**config.mk**
```make
export PLATFORM = sky130hd
export DESIGN_NAME = clock_recover
export DESIGN_NICKNAME = d
export VERILOG_FILES = /design/src/rtl/audio_clk_pkg.sv /design/src/rtl/sync_ff.sv /design/src/rtl/clock_recover.sv
export SDC_FILE = /design/constraint.sdc
export NUM_CORES = 1
export LEC_CHECK = 0
export BUFFER_PORTS_ARGS = -buffer_cell sky130_fd_sc_hd__clkbuf_2
export CORE_ASPECT_RATIO = 0.9
export CORE_MARGIN = 2
export CORE_UTILIZATION = 55
export DETAILED_ROUTE_END_ITERATION = 10
export PLACE_DENSITY = 0.73
export SYNTH_ARGS = -nofsm -noshare
export SYNTH_HDL_FRONTEND = slang
export SYNTH_SLANG_ARGS = --single-unit
```
**constraint.sdc**
```tcl
create_clock -name clk -period 4.09 [get_ports clk]
set_clock_uncertainty 0.05 [all_clocks]
set_input_delay 0.409 -clock clk [delete_from_list [all_inputs] [get_ports clk]]
set_output_delay 0.409 -clock clk [all_outputs]
set_load 0.02 [all_outputs]
```
**src/rtl/audio_clk_pkg.sv**
```systemverilog
// Shared audio clocking definitions: recovery FSM states, divider ratios and
// small arithmetic helpers used by the clock blocks.
package audio_clk_pkg;

  typedef enum logic [1:0] {
    ST_IDLE    = 2'd0,
    ST_MEASURE = 2'd1,
    ST_TRACK   = 2'd2,
    ST_LOCKED  = 2'd3
  } recover_state_t;

  localparam int CLKDIV_MCLK_PER_LRCLK = 256;
  localparam int CLKDIV_BCLK_PER_LRCLK = 64;
  localparam int CLKDIV_MCLK_PER_BCLK  = CLKDIV_MCLK_PER_LRCLK / CLKDIV_BCLK_PER_LRCLK;

  function automatic int unsigned abs_diff(input int unsigned a, input int unsigned b);
    return (a > b) ? (a - b) : (b - a);
  endfunction

endpackage

```
**src/rtl/sync_ff.sv**
```systemverilog
// Single-bit flop-chain synchronizer for an asynchronous input.
// Latency STAGES clk cycles; chain clears to 0 on synchronous reset.
module sync_ff #(
  parameter int STAGES = 2
) (
  input  logic clk,
  input  logic rst,
  input  logic d,
  output logic q
);

  logic [STAGES-1:0] r_chain;

  always_ff @(posedge clk) begin
    if (rst) begin
      r_chain <= '0;
    end else begin
      r_chain <= {r_chain[STAGES-2:0], d};
    end
  end

  assign q = r_chain[STAGES-1];

endmodule

```
**src/rtl/clock_recover.sv**
```systemverilog
// Recovers edges, period and lock status of an asynchronous external clock.
// Edge strobes lag the sampling edge by SYNC_STAGES+1 clocks; period/locked follow one cycle later.
module clock_recover
  import audio_clk_pkg::*;
#(
  parameter int SYNC_STAGES   = 2,
  parameter int log2maxperiod = 8,
  parameter int LOCK_COUNT    = 4,
  parameter int TOLERANCE     = 1
) (
  input  logic                     clk,
  input  logic                     rst,
  input  logic                     ext_clk,
  output logic                     rising_edge,
  output logic                     falling_edge,
  output logic [log2maxperiod-1:0] period,
  output logic                     locked,
  output logic                     timeout
);

  localparam int W  = log2maxperiod;
  localparam int MW = (LOCK_COUNT < 2) ? 1 : $clog2(LOCK_COUNT + 1);
  localparam logic [W-1:0]  CNT_MAX  = {W{1'b1}};
  localparam logic [W-1:0]  CNT_LAST = CNT_MAX - 1'b1;
  localparam logic [MW-1:0] LOCK_N   = MW'(LOCK_COUNT);

  logic           w_sync;
  logic           w_sat;
  logic           w_match;
  logic [W-1:0]   w_meas;
  logic           r_sync_d;
  logic [W-1:0]   r_cnt;
  logic [W-1:0]   r_ref;
  logic [MW-1:0]  r_match;
  recover_state_t r_state;

  sync_ff #(
    .STAGES (SYNC_STAGES)
  ) u_sync (
    .clk (clk),
    .rst (rst),
    .d   (ext_clk),
    .q   (w_sync)
  );

  always_ff @(posedge clk) begin
    if (rst) begin
      r_sync_d     <= 1'b0;
      rising_edge  <= 1'b0;
      falling_edge <= 1'b0;
    end else begin
      r_sync_d     <= w_sync;
      rising_edge  <= w_sync & ~r_sync_d;
      falling_edge <= ~w_sync & r_sync_d;
    end
  end

  // The counter hits its ceiling on this edge: an arriving edge is clamped to
  // the maximum period and never counts as a match, otherwise it is a timeout.
  assign w_sat   = (r_cnt >= CNT_LAST);
  assign w_meas  = w_sat ? CNT_MAX : r_cnt;
  assign w_match = !w_sat &&
                   (abs_diff(32'(r_cnt), 32'(r_ref)) <= $unsigned(TOLERANCE));

  always_ff @(posedge clk) begin
    if (rst) begin
      r_cnt   <= '0;
      r_ref   <= '0;
      r_match <= '0;
      r_state <= ST_IDLE;
      period  <= '0;
      locked  <= 1'b0;
      timeout <= 1'b0;
    end else begin
      timeout <= 1'b0;

      if (rising_edge) begin
        r_cnt <= W'(1);
      end else if (r_cnt != CNT_MAX) begin
        r_cnt <= r_cnt + 1'b1;
      end

      case (r_state)
        ST_IDLE: begin
          if (rising_edge) begin
            r_state <= ST_MEASURE;
          end
        end

        ST_MEASURE: begin
          if (rising_edge) begin
            period  <= w_meas;
            r_ref   <= w_meas;
            r_match <= '0;
            r_state <= ST_TRACK;
          end else if (w_sat) begin
            timeout <= 1'b1;
            r_state <= ST_IDLE;
          end
        end

        // r_ref is the anchor period; it only moves on a mismatch so small
        // jitter around it does not drift the lock reference.
        ST_TRACK: begin
          if (rising_edge) begin
            period <= w_meas;
            if (w_match) begin
              if (r_match + 1'b1 >= LOCK_N) begin
                r_match <= LOCK_N;
                r_state <= ST_LOCKED;
                locked  <= 1'b1;
              end else begin
                r_match <= r_match + 1'b1;
              end
            end else begin
              r_match <= '0;
              r_ref   <= w_meas;
            end
          end else if (w_sat) begin
            timeout <= 1'b1;
            r_match <= '0;
            r_state <= ST_IDLE;
          end
        end

        ST_LOCKED: begin
          if (rising_edge) begin
            period <= w_meas;
            if (!w_match) begin
              r_match <= '0;
              r_ref   <= w_meas;
              r_state <= ST_TRACK;
              locked  <= 1'b0;
            end
          end else if (w_sat) begin
            timeout <= 1'b1;
            r_match <= '0;
            r_state <= ST_IDLE;
            locked  <= 1'b0;
          end
        end

        default: begin
          r_state <= ST_IDLE;
          locked  <= 1'b0;
        end
      endcase
    end
  end

endmodule
```
# [Word-level counts from Yosys, hierarchy flattened]
# Cells that the tools add are included.
# Widths: inputs -> output; s select.
[word_totals] reg_bits=36 in_bits=3 out_inout_bits=12 wordCells=89
[classes] addsub=4 n_lt_le_gt_ge=4 eq_ne=15 muxes=33 bitwise_logic=5 n_reduce_logical=16
[op_table] op="$le 32x1->1 const B" n=1
[op_table] op="$mux 32" n=1
[op_table] op="$mux 8" n=4
[op_table] op="$mux 3" n=7
[op_table] op="$sub 8x8->9" n=2
[op_table] op="$mux 2" n=8
[op_table] op="$pmux 8 s2" n=1
[op_table] op="$ne 2x2->1 const B" n=6
[op_table] op="$ne 3x3->1 const B" n=4
[op_table] op="$mux 1" n=9
[op_table] op="$pmux 3 s3" n=1
[op_table] op="$add 8x1->8 const B" n=1
[op_table] op="$ge 8x8->1 const B" n=1
[op_table] op="$gt 8x8->1" n=1
[op_table] op="$ne 8x8->1 const B" n=1
[op_table] op="$pmux 2 s4" n=1
[op_table] op="$reduce_and 4->1" n=2
[op_table] op="$reduce_and 6->1" n=1
[op_table] op="$reduce_bool 2->1" n=3
[op_table] op="$reduce_or 3->1" n=2
[op_table] op="$eq 2x2->1 const B" n=2
[op_table] op="$reduce_or 2->1" n=2
[op_table] op="$add 3x1->3 const B" n=1
[op_table] op="$ge 3x3->1 const B" n=1
[op_table] op="other kinds (11)" n=14

# [Longest topological paths before layout]
[logic_depth] ltp_word=7 depth_mapped=12 depth_no_buf=11

# [Cells and area by module]
# A second synthesis with hierarchy kept.
[hier_totals] hier_cells=287 area_unflattened_um2=2317.2
[modules_own_cells] mod="clock_recover" instances=1 cells_each=283 area_per_inst_um2=2264.7 seq_area_each_um2=680.7
[modules_own_cells] mod="sync_ff" instances=1 cells_each=4 area_per_inst_um2=52.6 seq_area_each_um2=40.0

# [Worst setup path before layout]
# OpenSTA, ideal clock, no wires.
[synth_timing] kind="register to register" startpoint="register r_cnt[0]" endpoint="register r_ref[2]" setup_ps=128 arrival_ps=2829 required_time_ps=3912 setup_slack_ps=1084 stages_incl_launch_ff=12 n_path_buf=0 synth_period_minus_slack_ps=3006 path_cell_list="dfxtp_1 -> inv_1 -> ha_1 -> fa_1 -> nand2b_1 -> a21oi_2 -> xor2_1 -> a2bb2oi_1 -> or4_4 -> o221ai_4 -> mux2i_1 -> nor2_1"
[synth_via] elab_chain_cells=6 elab_cells_between_ends=15 classes_between="2 x add/sub; 3 x order compare; 1 x eq/ne; 6 x mux; 3 x reduce/logical"
[synth_lines] item="start, declared" line_no="clock_recover.sv:32" rtl="logic [W-1:0] r_cnt;"
[synth_lines] item="start signal, assigned" line_no="clock_recover.sv:80" rtl="r_cnt <= r_cnt + 1'b1;"
[synth_lines] item="$sub 8x8->9 or $gt 8x8->1 (tied branches)" line_no="audio_clk_pkg.sv:17" rtl="return (a > b) ? (a - b) : (b - a);"
[synth_lines] item="$mux 32" line_no="audio_clk_pkg.sv:17"
[synth_lines] item="$le 32x1->1" line_no="clock_recover.sv:63" rtl="(abs_diff(32'(r_cnt), 32'(r_ref)) <= $unsigned(TOLERANCE));"
[synth_lines] item="$logic_and 1x1->1" line_no="clock_recover.sv:62" rtl="assign w_match = !w_sat &&"
[synth_lines] item="$ne 2x2->1 (no line)"
[synth_lines] item="$reduce_and 4->1 (no line)"
[synth_lines] item="end signal, assigned" line_no="clock_recover.sv:93" rtl="r_ref <= w_meas;"
[synth_lines] item="end signal, assigned" line_no="clock_recover.sv:117" rtl="r_ref <= w_meas;"
[synth_lines] item="end signal, assigned" line_no="clock_recover.sv:131" rtl="r_ref <= w_meas;"
[synth_lines] item="end, declared" line_no="clock_recover.sv:33" rtl="logic [W-1:0] r_ref;"
# Parallel ways exist; a longest one is shown, timed or not. The select of a mux whose other input is x is not followed.
# A chain may end at the register's enable or synchronous reset.

# [Worst setup path in the final report]
[layout_timing] startpoint="register r_cnt[0]" endpoint="register r_ref[3]"
# The elaborated chain is that of the path after synthesis.

==> summary.txt <==
Global route
  • GR Overflow Total: 0
  • Largest net degree at the start of global routing: 29
  • Vias in the first global route: 1,703
  • Total track usage: 22.1%
  • Initial antenna violation count: 0
  • First-pass GRT wire length: 8.13 mm

Clocking
  • CTS tree: yes
  • Post-CTS setup buffers: 0
  • Clk root buf: clkbuf_8
  • CTS Buf Count: 5
  • Clock latency on the worst-skew pair: 0.29 ns
  • Sink Count: 36
  • H-tree Lvls: 2
  • Post-cts sizing count: 0
  • Cts hold-fix bufs: 0
  • Worst-path clk slew: 0.07 ns
  • Clock Path Buffers: 2

Worst setup path
  • Critical path fanouts, max: 10
  • R2R Setup Slk: 0.75 ns
  • CP Class: register to register
  • Reg2reg end: r_ref[3]
  • Cells along the critical path: inv_1, ha_1, fa_1, nand2b_1, a21oi_2, xor2_1, a2bb2oi_1, or4_4, o221ai_4, mux2i_1, nor2_1
  • CP Capture Type: register
  • CP required: 4.20 ns
  • CP max-delay cell: or4_4
  • CP top delay family: compound AO/OA/AOI/OAI gates
  • Startpoint types: register
  • Worst path max stage delay: 0.55 ns
  • Critical R2R Launch: r_cnt[0]
  • CP Buf/Inv Count: 1
  • Worst reg2reg path depth: 11
  • WP data arrival: 3.45 ns

Floorplan
  • Initial Utilization: 57.0%
  • Die area: 0.00476 mm2
  • FP Rows: 22
  • Core area: 0.00407 mm2
  • Die W: 72.5 um
  • Ports: 15
  • Die H: 65.6 um

Synth
  • Cell count after synthesis: 279
  • Seq cells post-synth: 36
  • Mapped Area: 0.00232 mm2
  • Fraction of registers with async set/reset: 0%
  • Most used flip-flop cell after synthesis: dfxtp_1
  • Cell taking the most area after synthesis: dfxtp_1
  • Sequential share of the synthesized area: 31.0%
  • Synthesized Nets: 303
  • Synth Area per Inst: 8.32 um2
  • Top area cells in the synthesized netlist: dfxtp_1 31%, ha_1 10%, a21oi_1 4.7%
  • EDFF count, synth: 0
  • Netlist cell types: 49
  • Yosys top cell area share: 31.0%
  • Synthesis warning total: 0

Worst hold path
  • Min-delay src: ext_clk
  • Worst hold path type: input port to register
  • Hold Path Stages: 2
  • Hold Path End: u_sync.r_chain[0]

Timing
  • Final setup violating endpoints: 0
  • Final min period: 3.34 ns
  • Final hold violation count: 0
  • Fmax: 299 MHz
  • Worst-Margin Slew: 0.996 ns
  • RSZ-0062 raised after global routing: false
  • Slew Limit Headroom: 33.5%
  • Final period util: 81.6%
  • Setup TNS: 0 ns
  • Slew Viols, Final: 0

Pwr
  • Pwr dens: 292 mW/mm2
  • Leakage: 1.05 nW
  • Worst vdd ir: 235 uV

Route
  • DR vias/cell: 5.83
  • DRT iter0 DRCs: 93
  • Vias: 1,952
  • Drt first pass iters: 4
  • DR DRC count: 0
  • Drt wl/cell: 14.6 um
  • ANT nets after route: 0
  • Drt total wl: 4.88 mm

Layout
  • Commonest non-fill, non-tap cells in the layout: 36 x dfxtp_1, 26 x nor2_1, 22 x inv_1, 22 x a21oi_1, 20 x nand2_1
  • Final core utilization: 60.5%
  • Share of layout cells above drive strength 1: 12.2%
  • Final layout net count: 310
  • Area Growth Syn to Fin: 6.14%
  • Commonest non-fill, non-tap cell in the layout: dfxtp_1
  • Diodes inserted: 0
  • # fillers: 374
  • Final instance area: 0.00246 mm2

Outcome
  • Status: complete, no violations

Placement
  • Placed standard-cell area: 0.00238 mm2
  • RePlAce Congestion: 0.871
  • PortBufs: 14
  • Hpwl dp: 3.53 mm

Job
  • Max-cap violations: 0
[worst register-to-register path, delay by kind of cell (launching register included)]
| family | cells | cell delay (ns) |
|---|---|---|
| XOR/XNOR | 1 | 0.09 |
| buffers and inverters | 1 | 0.15 |
| AND/OR/NAND/NOR | 3 | 0.78 |
| adder cells (fa/ha/maj) | 2 | 0.68 |
| flip-flops | 1 | 0.41 |
| AO/OA/AOI/OAI | 3 | 0.79 |
| multiplexers | 1 | 0.26 |
[worst max path at each step]
| stage | startpoint | depth (start not counted) | slack, ns | to |
|---|---|---|---|---|
| after floorplan | r_cnt[0] | 11 | 1.08 | r_ref[2] |
| after global placement | r_cnt[0] | 11 | 0.86 | r_ref[5] |
| after detailed placement | r_cnt[0] | 11 | 0.79 | r_ref[3] |
| after CTS | r_cnt[0] | 11 | 0.78 | r_ref[3] |
| after global routing | r_cnt[0] | 11 | 0.59 | r_ref[6] |
| final | r_cnt[0] | 11 | 0.75 | r_ref[3] |
[metrics by stage]
step	total power, mW	hold WS (ns)	cells	setup slack, ns
6_report	0.720	0.279	335	0.751
5_1_grt	0.756	0.273	335	0.588
4_1_cts	0.724	0.276	335	0.778
3_5_place_dp	0.470	0.347	327	0.791
3_3_place_gp	0.468	0.339	327	0.857
2_1_floorplan	0.453	0.333	279	1.08
[Yosys cell counts, drive strengths merged, types with 8 or more instances]
| cell | number |
|---|---|
| a21oi | 23 |
| ha | 19 |
| nor2 | 26 |
| clkbuf | 8 |
| nor2b | 8 |
| inv | 22 |
| o21ai | 9 |
| nand2 | 20 |
| nand3 | 10 |
| mux2i | 9 |
| dfxtp | 36 |
| nor3 | 10 |
[report_power, final]
| group | switching [mW] | internal [mW] | total [mW] |
|---|---|---|---|
| sequential | 0.00693 | 0.355 | 0.362 |
| clock | 0.138 | 0.119 | 0.257 |
| combinational | 0.0571 | 0.0448 | 0.102 |
[state kept, by name, summed over array words and instances (netlist names)]
register,flops
period,8
r_cnt,8
r_ref,8
r_match,3
r_state,2
u_sync.r_chain,2
falling_edge,1
locked,1
r_sync_d,1
rising_edge,1
timeout,1
[metal layers]
metal	vias to the layer above	GRT usage (%)	part of all wire, %
met2	51	32.7	44
met4	0	4.63	0.92
met5	-	0	0
li1	995	-	-
met3	6	5.21	4.8
met1	900	32.8	51
[layout make-up]
class | count | area [um2] | share of cell area (%)
inverter | 22 | 82.6 | 3.35
multi-input combinational | 207 | 1440 | 58.6
tap | 48 | 60.1 | 2.44
clock buffer | 5 | 68.8 | 2.79
timing repair buffer | 14 | 70.1 | 2.84
clock inverter | 3 | 18.8 | 0.761
sequential | 36 | 721 | 29.2
[cells by family (layout without fill, tap and decap cells)]
kind of cell	after synthesis	in the layout	synth area share (%)
xor gates and xnor gates	13	13	5.23
adders and majority gates	21	21	12.0
buffers and inverters	36	44	6.79
muxes	11	11	4.85
DFF	36	36	31.0
AOI/OAI and AO/OA	65	65	19.2
and+or+nand+nor	97	97	21.0
Note: power is estimated with default switching activity, not from simulation.
